File: src/rtl/pkt_inject_ni.sv
`default_nettype none
// ============================================================================
// pkt_inject_ni : node-side injection NI. It segments packets into flits and
// sends them on one router input channel under per-VC credit flow control.
// Rev 1.0
// ============================================================================
module pkt_inject_ni #(
    parameter int NUM_VCS            = 4,
    parameter int VC_IDX_WIDTH       = 2,
    parameter int BUFFER_SIZE        = 8,
    parameter int FLIT_DATA_WIDTH    = 64,
    parameter int MAX_PAYLOAD_LENGTH = 4,
    parameter int LEN_WIDTH          = 3
) (
    input  logic                                      clk,
    input  logic                                      reset,
    input  logic                                      pkt_valid,
    output logic                                      pkt_ready,
    input  logic [VC_IDX_WIDTH-1:0]                   pkt_vc,
    input  logic [LEN_WIDTH-1:0]                      pkt_len,
    input  logic [FLIT_DATA_WIDTH-1:0]                pkt_head_data,
    input  logic                                      pay_valid,
    output logic                                      pay_ready,
    input  logic [FLIT_DATA_WIDTH-1:0]                pay_data,
    output logic [3+VC_IDX_WIDTH+FLIT_DATA_WIDTH-1:0] channel_out,
    input  logic [VC_IDX_WIDTH:0]                     flow_ctrl_in,
    output logic                                      error
);

    localparam int c_credit_width = $clog2(BUFFER_SIZE + 1);
    localparam int c_ch_width     = 3 + VC_IDX_WIDTH + FLIT_DATA_WIDTH;
    localparam logic [LEN_WIDTH-1:0]      c_max_len = LEN_WIDTH'(MAX_PAYLOAD_LENGTH);
    localparam logic [c_credit_width-1:0] c_full    = c_credit_width'(BUFFER_SIZE);

    typedef enum logic [1:0] {
        IDLE = 2'd0,
        HEAD = 2'd1,
        BODY = 2'd2
    } state_t;

    state_t                      r_state;
    state_t                      w_next_state;
    logic [VC_IDX_WIDTH-1:0]     r_vc;
    logic [LEN_WIDTH-1:0]        r_len;
    logic [LEN_WIDTH-1:0]        r_remaining;
    logic [FLIT_DATA_WIDTH-1:0]  r_head_data;
    logic [c_credit_width-1:0]   r_credit [NUM_VCS];
    logic [c_ch_width-1:0]       r_channel;
    logic                        r_error;

    logic                        w_credit_ok;
    logic                        w_accept;
    logic                        w_bad_len;
    logic                        w_send;
    logic                        w_head;
    logic                        w_tail;
    logic                        w_overflow;
    logic [FLIT_DATA_WIDTH-1:0]  w_data;
    logic [NUM_VCS-1:0]          w_ret;
    logic [NUM_VCS-1:0]          w_use;

    assign w_credit_ok = (r_credit[r_vc] != '0);
    assign w_bad_len   = (pkt_len > c_max_len);
    assign channel_out = r_channel;
    assign error       = r_error;

    always_comb begin
        w_next_state = r_state;
        w_accept     = 1'b0;
        w_send       = 1'b0;
        w_head       = 1'b0;
        w_tail       = 1'b0;
        w_data       = r_head_data;
        pkt_ready    = 1'b0;
        pay_ready    = 1'b0;
        case (r_state)
            IDLE: begin
                pkt_ready = reset;
                w_accept  = pkt_valid && reset;
                if (w_accept) w_next_state = HEAD;
            end
            HEAD: begin
                if (w_credit_ok) begin
                    w_send       = 1'b1;
                    w_head       = 1'b1;
                    w_tail       = (r_len == '0);
                    w_next_state = w_tail ? IDLE : BODY;
                end
            end
            BODY: begin
                // Ready depends only on credit so a stalled flit is never consumed.
                pay_ready = w_credit_ok && reset;
                if (pay_valid && w_credit_ok) begin
                    w_send = 1'b1;
                    w_tail = (r_remaining == LEN_WIDTH'(1));
                    w_data = pay_data;
                    if (w_tail) w_next_state = IDLE;
                end
            end
            default: w_next_state = IDLE;
        endcase
    end

    always_comb begin
        w_ret      = '0;
        w_use      = '0;
        w_overflow = 1'b0;
        for (int v = 0; v < NUM_VCS; v++) begin
            w_ret[v] = flow_ctrl_in[VC_IDX_WIDTH] &&
                       (flow_ctrl_in[VC_IDX_WIDTH-1:0] == VC_IDX_WIDTH'(v));
            w_use[v] = w_send && (r_vc == VC_IDX_WIDTH'(v));
            if (w_ret[v] && !w_use[v] && (r_credit[v] == c_full)) w_overflow = 1'b1;
        end
    end

    always_ff @(posedge clk or negedge reset) begin
        if (!reset) begin
            for (int v = 0; v < NUM_VCS; v++) r_credit[v] <= c_full;
        end else begin
            for (int v = 0; v < NUM_VCS; v++) begin
                if (w_use[v] && !w_ret[v])
                    r_credit[v] <= r_credit[v] - 1'b1;
                else if (w_ret[v] && !w_use[v] && (r_credit[v] != c_full))
                    r_credit[v] <= r_credit[v] + 1'b1;
            end
        end
    end

    always_ff @(posedge clk or negedge reset) begin
        if (!reset) begin
            r_state     <= IDLE;
            r_vc        <= '0;
            r_len       <= '0;
            r_remaining <= '0;
            r_head_data <= '0;
            r_channel   <= '0;
            r_error     <= 1'b0;
        end else begin
            r_state <= w_next_state;
            if (w_accept) begin
                r_vc        <= pkt_vc;
                r_head_data <= pkt_head_data;
                r_len       <= w_bad_len ? c_max_len : pkt_len;
            end
            if (w_send) begin
                r_remaining <= (r_state == HEAD) ? r_len : r_remaining - 1'b1;
                r_channel   <= {1'b1, r_vc, w_head, w_tail, w_data};
            end else begin
                // Only valid drops; the remaining fields keep their last value.
                r_channel[c_ch_width-1] <= 1'b0;
            end
            if ((w_accept && w_bad_len) || w_overflow) r_error <= 1'b1;
        end
    end

endmodule
`default_nettype wire

File: config.mk
export PLATFORM = sky130hd
export DESIGN_NAME = pkt_inject_ni
export DESIGN_NICKNAME = d
export VERILOG_FILES = /design/src/rtl/pkt_inject_ni.sv
export SDC_FILE = /design/constraint.sdc
export NUM_CORES = 1
export LEC_CHECK = 0
export BUFFER_PORTS_ARGS = -buffer_cell sky130_fd_sc_hd__buf_4
export CAP_MARGIN = 20
export CORE_MARGIN = 2
export CORE_UTILIZATION = 47
export DETAILED_ROUTE_END_ITERATION = 7
export PLACE_DENSITY = 0.73
export SLEW_MARGIN = 20
export SYNTH_ARGS = -nofsm -noshare
export SYNTH_HDL_FRONTEND = slang
export SYNTH_SLANG_ARGS = --single-unit
File: constraint.sdc
create_clock -name clk -period 3.2 [get_ports clk]
set_input_delay 0.48 -clock clk [delete_from_list [all_inputs] [get_ports clk]]
set_output_delay 0.48 -clock clk [all_outputs]
set_load 0.01 [all_outputs]
==> metrics, run 1 <==
status complete, no violations; number of global-route vias before repair 5853; vias 5790; Max-slew headroom 0.450; HPWL Detailed 13.8 mm; post-synthesis cell count 643; share of cells above drive strength 1 0.397; Critical Path End Type register; Total GRT Usage 0.222; worst hold path class input port to asynchronous set/reset pin; top cells by area, synth dfrtp_1 52%, mux2_2 10%, mux2i_1 8.8%; CP max stage delay ~0.57 ns; Bufs on Longest Clock Path 2; CTS Root Cell clkbuf_16; die width 131 um; Top-Level Pins 212; Reg power frac 0.380; period utilization 0.983; ys async rst share 1.00; most instantiated library cell after synthesis dfrtp_1; Max Fanout on Critical Path 7; area fraction of the dominant cell type after synthesis 0.518; routed wire length roughly 19 mm; Worst Setup Start Kind register; Area Overhead vs Synth 32.5%; global-route wire length before repair 29.2 mm; Main synth FF type dfrtp_1; post-route minimum period 3.15 ns; Max-Cap Viols 0; Final Power roughly 9.7 mW; initial antenna violation count 0; Worst Reg-to-Reg Cells 10; Design Area, Final 9990 um^2; area occupied by multi-input gates 3230 um^2; placed cell areas 9310 um^2; Netlist cell types 50; TritonCTS buffer count 17; reg2reg end r_credit[11]; WP buf/inv 1; Worst EP required 3.53 ns; CTS clk-pin slew, worst paths 0.06 ns; Power Internal ~6.4 mW; Worst R2R Setup Slack 0.05 ns; TritonCTS Sinks 160; Sw Pwr 3.37 mW; clock share of power 0.222; WL/cell 17.7 um; Initial Utilization 0.478; Register Area 4010 um^2; H-tree level count 4; fillers 1238; pin count of the biggest net entering global routing between 100 and 150; crit-path cells or4_1, mux4_2, nand3_1, inv_1, ha_1, a21o_1, a21oi_2, and4_1, a221oi_1, a221oi_1; post-synth top area cell dfrtp_1; hold-fix buffers at CTS 0; placer's final routability congestion estimate 0.858; # rows 46; IO buf count 211; Mapped Nets 800; Arr. time, crit path 3.47 ns; worst-margin pin slew 0.824 ns; Ys Warns 0; Fin. Hold Viols 0; Clock Latency Late Sink 0.42 ns; Syn Std Cell Area ~7500 um^2; Avg Cell Area, Syn 11.7 um^2; Die Y 131 um; clk_skew 0.0128 ns; Final #Nets between 1000 and 1500; Max Freq between 0.3 and 0.4 GHz; die area between 15000 and 20000 um^2; Max Slew Vio Count 0; Crit path max-delay family simple AND/OR/NAND/NOR gates; EDFF count, synth 0; Sw Share 0.346; Via density 5.33; worst reg2reg path startpoint r_credit[4]; final-report setup violation count 0; number of routed nets with antenna violations 0; CTS tree yes; Cell Pwr Density 976 nW/um^2; initial DRC count 370; VDD IR max 0.000652 V; part of the power in combinational logic 0.398; Synth Register Bits between 150 and 200; Seq/Total Area, Yosys 0.532; RSZ-0062 raised after global routing true; CORE AREA about 16000 um^2; GR Overflow Total 0; drt pass-1 iters 4; slowest CP cell or4_1; drt drc 0; cell mode on critical path a221oi_1; static leakage 4.99 nW; # diodes 0; critical path type register to register; commonest cells in the netlist 156 x dfrtp_1, 81 x a21oi_1, 76 x nor2_1
-- cells by family (layout without fill, tap and decap cells) --
kind of cell / Yosys count / after routing / share of synthesized area
compound gates: 124 / 124 / 0.0971
xor+xnor: 5 / 5 / 0.00581
fa+ha+maj: 17 / 17 / 0.0322
buf+inv: 51 / 279 / 0.0436
flops: 160 / 160 / 0.532
mux: 135 / 135 / 0.194
simple gates: 151 / 151 / 0.0959
-- per-layer routing --
| metal | GRT usage | vias to the layer above | part of all wire |
|---|---|---|---|
| li1 | - | 2724 | - |
| met1 | 0.261 | 2836 | 0.39 |
| met2 | 0.404 | 198 | 0.53 |
| met3 | 0.0509 | 32 | 0.061 |
| met4 | 0.0707 | 0 | 0.020 |
| met5 | 0 | - | 0 |
-- worst max path at each step --
stage	depth (start not counted)	slack (ns)	from	end
6_report	10	0.05	r_credit[4]	r_credit[11]
4_1_cts	10	0.02	r_credit[4]	r_credit[15]
3_5_place_dp	10	-0.02	r_credit[4]	r_credit[11]
5_1_grt	10	-0.06	r_credit[4]	r_credit[7]
2_1_floorplan	12	0.13	r_credit[1]	r_credit[11]
3_3_place_gp	10	0.15	r_credit[4]	r_credit[11]
-- state kept, by name (all words and copies together), names as in the netlist --
register / count
r_vc: 2
channel_out: 69
r_len: 3
r_credit: 16
r_remaining: 3
r_state: 2
r_head_data: 64
error: 1
-- layout make-up --
cell class | instances | area share
clock buffer | 20 | 0.0457
clock inverter | 12 | 0.0180
sequential | 160 | 0.401
tap | 216 | 0.0271
multi-input combinational | 432 | 0.323
timing repair buffer | 229 | 0.178
inverter | 18 | 0.00689
-- power groups by stage --
stage	Sequential [mW]	Combinational [mW]	Clock [mW]
after floorplan	3.77	2.24	0
after global placement	3.64	3.64	0
after detailed placement	3.73	3.81	0
after CTS	3.69	3.88	2.20
after global routing	3.82	4.28	2.29
final	3.70	3.88	2.16
-- cell usage in the layout, fill, tap and decap left out, drive strengths merged, types with 4 or more instances in the layout --
cell type,Yosys,routed
a22o,6,6
dfstp,4,4
nor3,10,10
a21o,5,5
bufinv,0,4
a21oi,81,81
mux2i,66,66
o21bai,4,4
xor2,4,4
mux2,67,67
a221oi,5,5
inv,18,19
o2bb2ai,6,6
buf,19,229
ha,13,13
nor4,4,4
clkinv,0,5
nor2,76,76
fa,4,4
nand2,22,22
o21ai,8,8
nand2b,4,4
clkbuf,14,20
nand3,12,12
dfrtp,156,156
or4,4,4
-- stage by stage --
| step | setup WS (ns) | setup TNS [ns] | hold slack [ns] | utilization | instances |
|---|---|---|---|---|---|
| 6_report | 0.0541 | 0 | 0.165 | 0.633 | 1087 |
| 3_3_place_gp | 0.148 | 0 | 0.477 | 0.590 | 1051 |
| 2_1_floorplan | 0.130 | 0 | 0.184 | - | 643 |
| 5_1_grt | -0.0573 | -0.159 | 0.188 | 0.633 | 1087 |
| 4_1_cts | 0.0159 | 0 | 0.168 | 0.632 | 1086 |
| 3_5_place_dp | -0.0206 | -0.0206 | 0.476 | 0.590 | 1051 |
-- timing repair --
item / 4_1_cts / 5_1_grt
pin swaps: 0 / 1
endpoints found under the hold margin: 0 / 0
resized for setup: 1 / 3
buffers inserted: 3 / 1
endpoints found under the setup margin: 2 / 4
Power figures use the tool's default switching activity.
==> run 2, diff against run 1 <==
Settings changed: CORE_UTILIZATION 47 to 55, PLACE_DENSITY 0.73 to 0.81.
Clock period 3.2 ns to 4 ns, I/O delays scaled along.
==> metrics, run 2 (synthesis gave the netlist of run 1 again) <==
WL/cell 18.2 um (+3.1%); Via density 5.65 (+6.0%); share of cells above drive strength 1 0.383 (-0.0147); die area 14700 um^2 (-14%); vias 5852 (+1.1%); die width 121 um (-7.3%); Inst Count DP 1004 (-4.5%); drt pass-1 iters 5 (+1); Total GRT Usage 0.266 (+0.0443); total negative setup slack 0 ns (unchanged); # diodes 0 (unchanged); Max Freq 0.290 GHz (-8.8%); H-tree level count 4 (unchanged); CTS tree yes; Arr. time, crit path 3.78 ns (+0.31 ns); clk_skew 0.00735 ns (-0.00545 ns); Top-Level Pins 212 (unchanged); placer's final routability congestion estimate 0.857 (-0.12%); worst-margin pin slew 0.868 ns (+0.0440 ns); period utilization 0.862 (-0.121); Bufs on Longest Clock Path 2 (unchanged); worst reg2reg path startpoint r_credit[5]; static leakage 4.90 nW (-1.9%); global-route wire length before repair 30.3 mm (+3.9%); pin count of the biggest net entering global routing 90 (-17%); critical path type register to register; Reg power frac 0.392 (+0.012); CORE AREA 13300 um^2 (-16%); number of routed nets with antenna violations 0 (unchanged); Power Internal 4.94 mW (-22%); TritonCTS buffer count 17 (unchanged); final-report setup violation count 0 (unchanged); CTS clk-pin slew, worst paths 0.06 ns (about the same); part of the power in combinational logic 0.392 (-0.006); Fin. Hold Viols 0 (unchanged); initial DRC count 386 (+4.3%); Worst Setup Start Kind register; Worst EP required 4.33 ns (+0.80 ns); final worst slack 0.550 ns (+0.496 ns); GR Overflow Total 0 (unchanged); drt drc 0 (unchanged); Worst R2R Setup Slack 0.55 ns (+0.50 ns); IO buf count 211 (unchanged); # rows 42 (-8.7%); Place WS 0.633 ns (+0.654 ns); setup repair bufs after CTS 0 (-3); HPWL Detailed 13.6 mm (-1.2%); most frequent cells in the layout 215 x buf_4, 156 x dfrtp_1, 81 x a21oi_1; initial antenna violation count 0 (unchanged); post-route minimum period 3.45 ns (+0.304 ns); VDD IR max 0.000457 V (-30%); Die Y 121 um (-7.3%); Cell Pwr Density 777 nW/um^2 (-20%); CTS Root Cell clkbuf_16; Max-slew headroom 0.421 (-0.0293); hold-fix buffers at CTS 0 (unchanged); Worst Reg-to-Reg Cells 10 (unchanged); routed wire length 18.9 mm (-1.7%); Sw Share 0.349 (+0.00253); number of global-route vias before repair 6033 (+3.1%); RSZ-0062 raised after global routing false; commonest non-fill, non-tap cell in the layout buf_4; final cell count without fillers 1036 (-4.7%); Max-Cap Viols 0 (unchanged); Critical Path End Type register; Area Overhead vs Synth 29.6%; Sw Pwr 2.65 mW (-22%); Max Fanout on Critical Path 19 (+12); reg2reg end r_credit[3]; TritonCTS Sinks 160 (unchanged); clock share of power 0.215 (-0.007); CTS-repair resized insts 0 (-1); Initial Utilization 0.567 (+0.0890); status complete, no violations; Clock Latency Late Sink 0.42 ns (about the same); Max Slew Vio Count 0 (unchanged); worst hold path class input port to asynchronous set/reset pin; Largest register FFs 69 (unchanged); Final #Nets 1004 (-1.1%)
-- run 2: changes by cell type in the layout (fill, tap and decap cells not counted), sizes merged --
| cell | delta |
|---|---|
| bufinv | -1 |
| clkinv | -1 |
| clkbuf | +2 |
| inv | -2 |
| buf | -11 |
| clkinvlp | +2 |
-- run 2: area by class of cell --
type                       instances  area [um^2]
tap                              176          220
inverter                          18         68.8
multi-input combinational        432         3210
clock inverter                    10          135
clock buffer                      22          464
fill                             916         3530
timing repair buffer             218         1660
sequential                       160         4010
-- run 2: per-stage QoR --
stage	cell area, um^2	hold WS [ns]	power, mW	utilization
after global placement	9170	0.459	5.74	0.689
after CTS	9760	0.0131	7.63	0.734
after global routing	9770	0.0233	8.09	0.735
final	9770	0.0288	7.59	0.735
after detailed placement	9170	0.464	5.97	0.689
after floorplan	7540	0.304	4.81	-
-- run 2: worst max-delay path, cell delays in order, from the launching register on --
cell	delay, ns
dfrtp_1	0.44
or4_1	0.58
mux4_2	0.69
nand3_1	0.21
inv_1	0.13
ha_1	0.29
a21o_1	0.18
a21oi_1	0.31
nor2_1	0.08
a221oi_1	0.37
a21oi_1	0.08
-- run 2: how the worst max path moves through the flow --
stage	startpoint	end	slack, ns	cells after the start
4_1_cts	r_credit[5]	r_credit[11]	0.60	10
3_3_place_gp	r_credit[5]	r_credit[11]	0.82	10
3_5_place_dp	r_credit[5]	r_credit[11]	0.63	10
2_1_floorplan	r_credit[1]	r_credit[11]	0.93	12
6_report	r_credit[5]	r_credit[3]	0.55	10
5_1_grt	r_credit[1]	r_credit[3]	0.32	10
-- run 2: power by group through the flow --
stage / sequential, mW / clock [mW] / combinational (mW)
CTS: 2.97 / 1.65 / 3.00
global placement: 2.91 / 0 / 2.83
floorplan: 3.01 / 0 / 1.79
finish: 2.98 / 1.63 / 2.98
global route: 3.08 / 1.72 / 3.29
detailed placement: 2.99 / 0 / 2.98
-- run 2: metal layers --
| metal | global-route usage | wire, um | vias up |
|---|---|---|---|
| met3 | 0.0517 | 986 | 48 |
| met2 | 0.466 | 9870 | 192 |
| met1 | 0.314 | 7250 | 2904 |
| met4 | 0.128 | 751 | 0 |
| met5 | 0 | 0 | - |
| li1 | - | - | 2708 |
==> run 3, diff against run 2 <==
Settings changed: PLACE_DENSITY 0.81 to 0.88.
==> metrics, run 3 (synthesis gave the netlist of run 1 again) <==
global-route wire length before repair 30.3 mm (about the same); die width 121 um (unchanged); # rows 42 (unchanged); drt drc 0 (unchanged); Total GRT Usage 0.268 (+0.00189); CTS Root Cell clkbuf_16; CTS tree yes; # diodes 0 (unchanged); most frequent cells in the layout 219 x buf_4, 156 x dfrtp_1, 81 x a21oi_1; placer's final routability congestion estimate 0.940 (+9.6%); reg2reg end r_credit[7]; GR Overflow Total 0 (unchanged); CTS-repair resized insts 0 (unchanged); placed cell areas 9190 um^2 (+0.26%); Die Y 121 um (unchanged); CORE AREA 13300 um^2 (unchanged); Design Area, Final 9810 um^2 (+0.45%); static leakage 4.93 nW (+0.62%); WP buf/inv 1 (unchanged); CP max stage delay 0.69 ns (about the same); VDD IR max 0.000361 V (-21%); Initial Utilization 0.567 (unchanged); Fin. Hold Viols 0 (unchanged); slowest CP cell mux4_2; critical path type register to register; final-report setup violation count 0 (unchanged); clk_skew 0.00628 ns (-0.00108 ns); commonest non-fill, non-tap cell in the layout buf_4; Crit path max-delay family simple AND/OR/NAND/NOR gates; initial DRC count 338 (-12%); drt pass-1 iters 5 (unchanged); Final Power 7.69 mW (+1.3%); Via density 5.71 (+1.1%); CTS clk-pin slew, worst paths 0.06 ns (about the same); pin count of the biggest net entering global routing 88 (-2.2%); number of routed nets with antenna violations 0 (unchanged); Place WS 0.722 ns (+0.0890 ns); IO buf count 211 (unchanged); final worst slack 0.683 ns (+0.133 ns); Worst Setup Start Kind register; WL/cell 18.5 um (+1.5%); routed wire length 19.2 mm (+1.8%); Max Slew Vio Count 0 (unchanged); Largest register FFs 69 (unchanged); share of cells above drive strength 1 0.388 (+0.00562); worst reg2reg path startpoint r_credit[5]; worst hold path class input port to asynchronous set/reset pin; status complete, no violations; Max Freq 0.301 GHz (+4.0%); Cell Pwr Density 784 nW/um^2 (+0.83%); cell mode on critical path a21oi_1; post-route minimum period 3.32 ns (-0.133 ns); Top-Level Pins 212 (unchanged); vias 5932 (+1.4%); TritonCTS buffer count 17 (unchanged); Bufs on Longest Clock Path 2 (unchanged); period utilization 0.829 (-0.0332); Final #Nets 1007 (+0.30%); Area Overhead vs Synth 30.1%; Clock Latency Late Sink 0.42 ns (about the same); Worst Reg-to-Reg Cells 10 (unchanged); Arr. time, crit path 3.67 ns (-0.11 ns); RSZ-0062 raised after global routing false; Max-Cap Viols 0 (unchanged); worst-margin pin slew 0.921 ns (+0.0522 ns); initial antenna violation count 0 (unchanged); H-tree level count 4 (unchanged); number of global-route vias before repair 6027 (-0.099%); Worst EP required 4.35 ns (+0.02 ns); HPWL Detailed 13.2 mm (-2.7%); Max-slew headroom 0.386 (-0.0348); TritonCTS Sinks 160 (unchanged); Worst R2R Setup Slack 0.68 ns (+0.13 ns); Max Fanout on Critical Path 19 (unchanged); die area 14700 um^2 (unchanged); Critical Path End Type register; hold-fix buffers at CTS 0 (unchanged); setup repair bufs after CTS 0 (unchanged); total negative setup slack 0 ns (unchanged); crit-path cells or4_1, mux4_2, nand3_1, inv_1, ha_1, a21o_1, a21oi_1, nor2_1, a22o_1, a21oi_1; Worst path depth 10 (unchanged)
[run 3: how the worst max path moves through the flow]
stage / from / to / slack, ns
final: r_credit[5] / r_credit[7] / 0.68
after global routing: r_credit[0] / r_credit[11] / 0.46
after CTS: r_credit[5] / r_credit[11] / 0.70
after detailed placement: r_credit[5] / r_credit[11] / 0.72
after global placement: r_credit[1] / r_credit[11] / 0.85
after floorplan: r_credit[1] / r_credit[11] / 0.93
[run 3: area by class of cell]
type	instances	area [um^2]
flip-flops and latches	160	4010
well taps	176	220
fillers	897	3480
multi-input cells	432	3210
inverters	18	70.1
clock buffers	20	467
repair buffers	221	1680
clock inverters	12	156
[run 3: per-layer routing]
layer / part of all wire / wire [um] / track usage
met5: 0 / 0 / 0
met4: 0.036 / 698 / 0.125
met3: 0.079 / 1520 / 0.0700
met2: 0.50 / 9530 / 0.442
met1: 0.39 / 7450 / 0.330
[run 3: per-stage QoR]
stage	instances	hold WS, ns	util
after floorplan	643	0.304	-
after global placement	1007	0.459	0.691
after detailed placement	1007	0.459	0.691
after CTS	1039	0.00930	0.738
after global routing	1039	0.0145	0.738
final	1039	0.0171	0.738
[run 3: where the power goes]
group / total, mW / switching [mW] / internal, mW
combinational: 3.00 / 1.51 / 1.49
clock: 1.70 / 0.664 / 1.04
sequential: 2.99 / 0.546 / 2.44
